===== config.mk =====
export PLATFORM = sky130hd
export DESIGN_NAME = ex_div_seq
export DESIGN_NICKNAME = d
export VERILOG_FILES = /design/src/rtl/ex_div_seq_pkg.sv /design/src/rtl/ex_div_seq_div_step.sv /design/src/rtl/ex_div_seq.sv
export SDC_FILE = /design/constraint.sdc
export NUM_CORES = 1
export LEC_CHECK = 0
export CAP_MARGIN = 10
export CORE_MARGIN = 2
export CORE_UTILIZATION = 30
export CTS_BUF_LIST = sky130_fd_sc_hd__clkbuf_4 sky130_fd_sc_hd__clkbuf_8
export DETAILED_ROUTE_END_ITERATION = 6
export DONT_BUFFER_PORTS = 1
export RECOVER_POWER = 25
export SYNTH_ARGS = -nofsm -noshare
export SYNTH_HDL_FRONTEND = slang
export SYNTH_SLANG_ARGS = --single-unit
export TNS_END_PERCENT = 1

===== constraint.sdc =====
create_clock -name clk -period 6.97 [get_ports clk]
set_input_delay 1.7425 -clock clk [delete_from_list [all_inputs] [get_ports clk]]
set_output_delay 1.7425 -clock clk [all_outputs]
set_load 0.01 [all_outputs]

===== src/rtl/ex_div_seq_pkg.sv =====
// Shared definitions for the EX-stage divide sequencer: FSM encoding,
// handshake levels and the EX aluop codes that select DIV/DIVU.
package ex_div_seq_pkg;

  localparam int RegBus = 32;
  localparam logic [RegBus-1:0] ZeroWord = '0;

  typedef enum logic [1:0] {
    DivFree   = 2'b00,
    DivByZero = 2'b01,
    DivOn     = 2'b10,
    DivEnd    = 2'b11
  } div_state_e;

  localparam logic DivResultReady    = 1'b1;
  localparam logic DivResultNotReady = 1'b0;
  localparam logic DivStart          = 1'b1;
  localparam logic DivStop           = 1'b0;

  localparam logic [7:0] ExeNopOp   = 8'b0000_0000;
  localparam logic [7:0] ExeAndOp   = 8'b0010_0100;
  localparam logic [7:0] ExeOrOp    = 8'b0010_0101;
  localparam logic [7:0] ExeMultOp  = 8'b0001_1000;
  localparam logic [7:0] ExeMultuOp = 8'b0001_1001;
  localparam logic [7:0] ExeDivOp   = 8'b0001_1010;
  localparam logic [7:0] ExeDivuOp  = 8'b0001_1011;

endpackage


===== src/rtl/ex_div_seq_div_step.sv =====
// One combinational restoring-divide iteration: shift {rem, dividend} left,
// trial-subtract the divisor and keep the difference when it is non-negative.
module ex_div_seq_div_step #(
  parameter int DATA_W = 32
) (
  input  logic [DATA_W-1:0] rem_i,
  input  logic [DATA_W-1:0] dvd_i,
  input  logic [DATA_W-1:0] dsr_i,
  output logic [DATA_W-1:0] rem_o,
  output logic [DATA_W-1:0] dvd_o,
  output logic              qbit_o
);

  logic [DATA_W:0] shifted;
  logic [DATA_W:0] trial;

  // The shifted remainder is below 2*divisor, so DATA_W+1 bits hold the sign.
  always_comb begin
    shifted = {rem_i, dvd_i[DATA_W-1]};
    trial   = shifted - {1'b0, dsr_i};
    qbit_o  = ~trial[DATA_W];
    rem_o   = qbit_o ? trial[DATA_W-1:0] : shifted[DATA_W-1:0];
    dvd_o   = {dvd_i[DATA_W-2:0], 1'b0};
  end

endmodule


===== src/rtl/ex_div_seq.sv =====
// Multi-cycle signed/unsigned radix-2 restoring divider for the EX stage.
// Result is {remainder, quotient}, presented with a ready/hold handshake.
module ex_div_seq
  import ex_div_seq_pkg::*;
#(
  parameter int DATA_W = RegBus
) (
  input  logic                clk,
  input  logic                rst,
  input  logic                start_i,
  input  logic                annul_i,
  input  logic                signed_div_i,
  input  logic [DATA_W-1:0]   opdata1_i,
  input  logic [DATA_W-1:0]   opdata2_i,
  output logic [2*DATA_W-1:0] result_o,
  output logic                ready_o,
  output logic                busy_o
);

  localparam int CNT_W = $clog2(DATA_W) + 1;

  div_state_e          state_q, state_d;
  logic [CNT_W-1:0]    cnt_q, cnt_d;
  logic [DATA_W-1:0]   rem_q, rem_d;
  logic [DATA_W-1:0]   dvd_q, dvd_d;
  logic [DATA_W-1:0]   dsr_q, dsr_d;
  logic                neg_quo_q, neg_quo_d;
  logic                neg_rem_q, neg_rem_d;
  logic [2*DATA_W-1:0] result_q, result_d;
  logic                ready_q, ready_d;

  logic [DATA_W-1:0]   rem_nx, dvd_nx;
  logic                qbit;
  logic                op1_neg, op2_neg, abort;

  ex_div_seq_div_step #(.DATA_W(DATA_W)) u_step (
    .rem_i  (rem_q),
    .dvd_i  (dvd_q),
    .dsr_i  (dsr_q),
    .rem_o  (rem_nx),
    .dvd_o  (dvd_nx),
    .qbit_o (qbit)
  );

  always_comb begin
    state_d   = state_q;
    cnt_d     = cnt_q;
    rem_d     = rem_q;
    dvd_d     = dvd_q;
    dsr_d     = dsr_q;
    neg_quo_d = neg_quo_q;
    neg_rem_d = neg_rem_q;
    result_d  = result_q;
    ready_d   = ready_q;
    op1_neg   = signed_div_i & opdata1_i[DATA_W-1];
    op2_neg   = signed_div_i & opdata2_i[DATA_W-1];
    abort     = annul_i | (start_i == DivStop);

    if (state_q != DivFree && abort) begin
      // Leaving a divide early or after hand-off: drop every trace of it.
      state_d   = DivFree;
      cnt_d     = '0;
      rem_d     = '0;
      dvd_d     = '0;
      dsr_d     = '0;
      neg_quo_d = 1'b0;
      neg_rem_d = 1'b0;
      result_d  = '0;
      ready_d   = DivResultNotReady;
    end else begin
      unique case (state_q)
        DivFree: begin
          if (start_i == DivStart && !annul_i) begin
            dvd_d     = op1_neg ? -opdata1_i : opdata1_i;
            dsr_d     = op2_neg ? -opdata2_i : opdata2_i;
            neg_quo_d = op1_neg ^ op2_neg;
            neg_rem_d = op1_neg;
            rem_d     = '0;
            cnt_d     = '0;
            state_d   = (opdata2_i == '0) ? DivByZero : DivOn;
          end
        end
        DivByZero: begin
          result_d = '0;
          ready_d  = DivResultReady;
          state_d  = DivEnd;
        end
        DivOn: begin
          if (cnt_q != CNT_W'(DATA_W)) begin
            rem_d = rem_nx;
            dvd_d = dvd_nx | {{(DATA_W-1){1'b0}}, qbit};
            cnt_d = cnt_q + CNT_W'(1);
          end else begin
            result_d = {neg_rem_q ? -rem_q : rem_q, neg_quo_q ? -dvd_q : dvd_q};
            ready_d  = DivResultReady;
            state_d  = DivEnd;
          end
        end
        DivEnd: begin
          state_d = DivEnd;
        end
        default: state_d = DivFree;
      endcase
    end
  end

  always_ff @(posedge clk or negedge rst) begin
    if (!rst) begin
      state_q   <= DivFree;
      cnt_q     <= '0;
      rem_q     <= '0;
      dvd_q     <= '0;
      dsr_q     <= '0;
      neg_quo_q <= 1'b0;
      neg_rem_q <= 1'b0;
      result_q  <= '0;
      ready_q   <= DivResultNotReady;
    end else begin
      state_q   <= state_d;
      cnt_q     <= cnt_d;
      rem_q     <= rem_d;
      dvd_q     <= dvd_d;
      dsr_q     <= dsr_d;
      neg_quo_q <= neg_quo_d;
      neg_rem_q <= neg_rem_d;
      result_q  <= result_d;
      ready_q   <= ready_d;
    end
  end

  assign result_o = result_q;
  assign ready_o  = ready_q;
  assign busy_o   = (state_q == DivByZero) || (state_q == DivOn);

endmodule


==> Yosys cells after proc, flatten, opt, wreduce, memory -nomap -nowiden <==
Cells that the tools add are included.
{ "word_totals": {"register_bits": 171, "input_bits": 69, "output_inout_bits": 66, "word_cells": 82} }
{ "classes": {"add_sub_neg": 6, "n_eq_ne": 7, "muxes": 37, "n_bitwise": 7, "reduce_logical": 16} }
{ "ops": {"columns": ["operator", "n"], "rows": [
  ["$mux 32", 14],
  ["$mux 64", 2],
  ["$neg 32->32", 4],
  ["$pmux 32 s2", 2],
  ["$pmux 64 s2", 1],
  ["$sub 33x32->33", 1],
  ["$logic_not 32->1", 1],
  ["$or 32x1->32", 1],
  ["$mux 6", 3],
  ["$pmux 6 s2", 1],
  ["$ne 3x3->1 const B", 3],
  ["$mux 1", 8],
  ["$mux 2", 4],
  ["$add 6x1->6 const B", 1],
  ["$ne 6x6->1 const B", 1],
  ["$pmux 2 s3", 1],
  ["$reduce_and 2->1", 3],
  ["$reduce_bool 2->1", 3],
  ["$reduce_bool 3->1", 2],
  ["$eq 2x2->1 const B", 2],
  ["$reduce_and 3->1", 1],
  ["$and 1x1->1", 2],
  ["$eq 2x1->1 const B", 1],
  ["$logic_and 1x1->1", 2],
  ["8 further kinds", 9]
]} }

==> Logic depth before layout (Yosys ltp) <==
{ "depth": {"depth_word": 6, "depth_mapped": 14, "depth_no_buf": 13} }

==> Modules after synthesis <==
Synthesis repeated with hierarchy kept, for this count alone.
{ "hier_totals": {"hier_cells": 1313, "area_unflattened_um2": 11790.1} }
{ "modules_own_cells": {"columns": ["module", "instances", "cells_per_inst", "area_each_um2", "seq_area_each_um2"], "rows": [
  ["ex_div_seq", 1, 975, 9180.1, 4279.1],
  ["ex_div_seq_div_step", 1, 338, 2610.0, 0.0]
]} }

==> Worst setup path after synthesis <==
OpenSTA, ideal clock, no wires.
{ "synth_timing": {"path_type": "input -> register", "startpoint": "input opdata1_i[4]", "endpoint": "register dvd_q[16]", "setup_time_ns": 0.121, "arrival_time_ns": 3.839, "t_required_ns": 6.849, "setup_slack_ns": 3.010, "stages": 8, "n_path_buf": 0, "path_cell_list": "or4_1 > nor4_1 > nor3b_1 > nand2_1 > o31ai_1 > xor2_1 > o21ai_0 > a22o_1"} }
{ "synth_via": {"elab_chain_len": 5} }
{ "synth_rtl": {"columns": ["item", "line_no", "text"], "rows": [
  ["start, declared", "ex_div_seq.sv:13", "input logic [DATA_W-1:0] opdata1_i,"],
  ["$neg 32->32", "ex_div_seq.sv:74", "dvd_d = op1_neg ? -opdata1_i : opdata1_i;"],
  ["$mux 32", "ex_div_seq.sv:74", null],
  ["$mux 32", "ex_div_seq.sv:73", "if (start_i == DivStart && !annul_i) begin"],
  ["$pmux 32 s2", "ex_div_seq.sv:71", "unique case (state_q)"],
  ["$mux 32", "ex_div_seq.sv:59", "if (state_q != DivFree && abort) begin"],
  ["end signal, assigned", "ex_div_seq.sv:122", "dvd_q <= dvd_d;"],
  ["end, declared", "ex_div_seq.sv:25", "logic [DATA_W-1:0] dvd_q, dvd_d;"]
]} }
No other way between the ends. The select of a mux whose other input is x is not followed.
A chain may end at the register's enable or synchronous reset.

==> Final worst setup path <==
{ "layout_timing": {"startpoint": "input start_i", "endpoint": "register result_q[1] (netlist: result_o[1])"} }
{ "layout_via": {"elab_chain_len": 5, "word_cells_on_any_way": 7, "cone_classes": "1 x eq/ne; 1 x mux; 2 x bitwise; 3 x reduce/logical"} }
{ "layout_rtl": {"columns": ["item", "line_no", "text"], "rows": [
  ["start, declared", "ex_div_seq.sv:10", "input logic start_i,"],
  ["$not 1->1 *", "ex_div_seq.sv:57", "abort = annul_i | (start_i == DivStop);"],
  ["$or 1x1->1 *", "ex_div_seq.sv:57", null],
  ["$logic_and 1x1->1 *", "ex_div_seq.sv:59", null],
  ["$ne 3x3->1 (no line) / $reduce_bool 3->1 (equally long branches)", null, null],
  ["$reduce_and 2->1 (no line)", null, null],
  ["end signal, assigned", "ex_div_seq.sv:126", "result_q <= result_d;"],
  ["end, declared", "ex_div_seq.sv:29", "logic [2*DATA_W-1:0] result_q, result_d;"]
]} }
Every way passes the cells marked *; elsewhere a longest branch is shown, timed or not.

==> results_dict.tcl <==
set metrics [dict create \
    first_pass_iters 5 \
    synthToLayoutAreaGrowth_pct 6.849 \
    globalplace.congestion 0.8610 \
    ant_nets 0 \
    post-dp-hpwl_um 23750 \
    grt_pass1_vias 8917 \
    arrival_ps 4560 \
    row_count 70 \
    yosysUniqueCellTypes 64 \
    synth_xor_area_share_pct 11.43 \
    tritoncts "done" \
    grt.total_usage_pct 16.22 \
    drive_above_1_share_pct 4.758 \
    ys.flop_type "dfrtp_1" \
    synth_top_cells_by_area "dfrtp_1, o21ai_0, xor2_1" \
    timing.final.hold_violations 0 \
    hp-class "reg -> reg" \
    post-route-period-util_pct 59.79 \
    setup_violations 0 \
    io_pins 135 \
    numCtsBuffers 17 \
    leakagePower_uw 0.004924 \
    syn_area_per_cell_sq_um 8.556 \
    post-place-ws_ps 2331 \
    postCtsResizedCells 0 \
    synth_area_leader_cell "dfrtp_1" \
    grt_pass1_wl_um 49670 \
    wl_per_cell_um 18.04 \
    cap_violations 0 \
    clockBufferDepth 2 \
    drt_iter0_markers 538 \
    tightest_slew_ps 1085 \
    min_period_ps 4168 \
    report.final.slew_viol_count 0 \
    syn_inst 1309 \
    worstSkewPairLatency_ps 480 \
    ys_seq_elements 171 \
    outcome "complete, no violations" \
    die_h_um 197.2 \
    finish.utilization_pct 32.61 \
    crit_type "in -> reg" \
    dieArea_sq_um 38890 \
    synth-simple-area-share_pct 15.72 \
    hold_ws_ps 516.8 \
    htreeDepth 4 \
    hold_buffers 0 \
    vias 9372 \
    routed_wl_um 31570 \
    antenna_found_initial 0 \
    viasPerCell 5.355 \
    nets 1382 \
    clockRootBuffer "clkbuf_8" \
    clock.fmax_mhz 239.9 \
    start_kind "primary input" \
    drc 0 \
    cts_setup_buffers 0 \
    start_util_pct 30.52 \
    synth_edf_count 0 \
    max-vdd-ir-drop_mv 0.2252 \
    cp_max_fo 44 \
    synth_fa_ha_area_share_pct 4.983 \
    fin_ws_ps 2802 \
    slew_headroom_pct 27.69 \
    core_sq_um 36700 \
    rsz0062_at_grt "false" \
    syn_area_sq_um 11200 \
    yosysTopAreaCellShare_pct 38.21 \
    clk_pin_slew_ps 100 \
    required_ps 7360 \
    die_w_um 197.2 \
    synth.area.mux_share_pct 2.949 \
    antenna_cells 0 \
    finalClockSkew_ps 15.48 \
    synth_compound_area_share_pct 22.40 \
    portBuffers 0 \
    synth_seq_area_share_pct 38.21 \
    grt_max_degree 172 \
    synth_top_family_by_area "compound AO/OA/AOI/OAI gates" \
    clock-sinks 171 \
    overflow 0 \
    fin_tns_setup_ps 0 \
    syn-num-nets 1422 \
    ys_warn_count 0 \
    cellPowerDensity_nw_per_um2 323.6 \
    synth-async-reset-ratio_pct 100.0 \
    cp-end-kind "flop" \
]
==> cell families (layout without fill, tap and decap cells) <==
kind of cell,after synthesis,in the layout
adder cells (fa/ha/maj),44,44
AO/OA/AOI/OAI,410,410
multiplexers,33,33
buffers and inverters,123,96
XOR/XNOR,144,144
flip-flops,171,171
AND/OR/NAND/NOR,384,384
==> power by group <==
group,switching (uW),total [uW],internal [uW]
sequential,199,1360,1160
combinational,1150,1800,647
clock,419,714,296
==> path summary, 6_finish.rpt <==
kind	startpoint	endpoint	slack, ps	cells past startpoint
hold reg to reg	cnt_q[5]	cnt_q[5]	520	1
min in group asynchronous	rst	dsr_q[29]	950	0
setup / recovery	start_i	result_o[1]	2800	9
hold / removal	cnt_q[5]	cnt_q[5]	520	1
max in group asynchronous	rst	dvd_q[20]	5610	0
setup reg to reg	dvd_q[31]	rem_q[27]	3070	14
==> cell usage after synthesis (all sizes together), types with 22 or more instances <==
library cell,number
ha,43
a22o,23
o31ai,34
o21ai,182
or3,22
clkbuf,59
nor2,69
inv,57
a21oi,64
xor2,97
xnor2,47
nand2,193
mux2i,33
dfrtp,171
o22ai,40
==> critical path, cell delays in order <==
cell and delay, ps:
nor2b_1 300, inv_1 110, ha_1 370, nor2b_1 640, nand2_1 220, nand2_2 440, buf_4 500, nand2_1 100
o21ai_0 90
==> layout by cell type (no fill, tap or decap), types with 14 or more instances in the layout <==
cell / synthesis / routed
a21oi_1: 64 / 64
a22o_1: 23 / 23
clkbuf_8: 0 / 17
dfrtp_1: 171 / 171
ha_1: 43 / 43
inv_1: 57 / 57
mux2i_1: 33 / 33
nand2_1: 193 / 192
nand3_1: 17 / 17
nor2_1: 69 / 69
nor3_1: 17 / 17
o21ai_0: 175 / 175
o22ai_1: 40 / 40
o31ai_1: 32 / 32
or3_1: 20 / 19
or4_1: 14 / 14
xnor2_1: 47 / 47
xor2_1: 96 / 96
==> per-stage QoR <==
stage | area (sq um) | std cells | power [uW]
finish | 11970 | 1750 | 3872
global route | 11970 | 1750 | 4167
CTS | 11970 | 1750 | 3891
detailed placement | 11580 | 1718 | 3173
global placement | 11560 | 1717 | 3126
floorplan | 11200 | 1309 | 2723
==> registers in the layout (all words and copies together) (netlist names) <==
signal,cells
result_o,64
ready_o,1
dsr_q,32
neg_quo_q,1
dvd_q,32
cnt_q,6
rem_q,32
state_q,2
neg_rem_q,1
==> area by class of cell <==
type / count / area (sq um)
multi-input cells: 1015 / 6441
fillers: 3797 / 24730
flip-flops and latches: 171 / 4279
repair buffers: 7 / 56.30
inverters: 57 / 214.0
well taps: 468 / 585.6
clock inverters: 15 / 156.4
clock buffers: 17 / 234.0
==> per-layer routing <==
layer	vias up	wire length (um)	GRT usage [%]	share of wire [%]
met4	0	887	6.266	2.8
met1	4525	14340	21.53	45
met5	-	0	0	0
met2	246	14290	25.48	45
li1	4556	-	-	-
met3	45	2054	3.910	6.5
(Power assumes the default switching activity.)
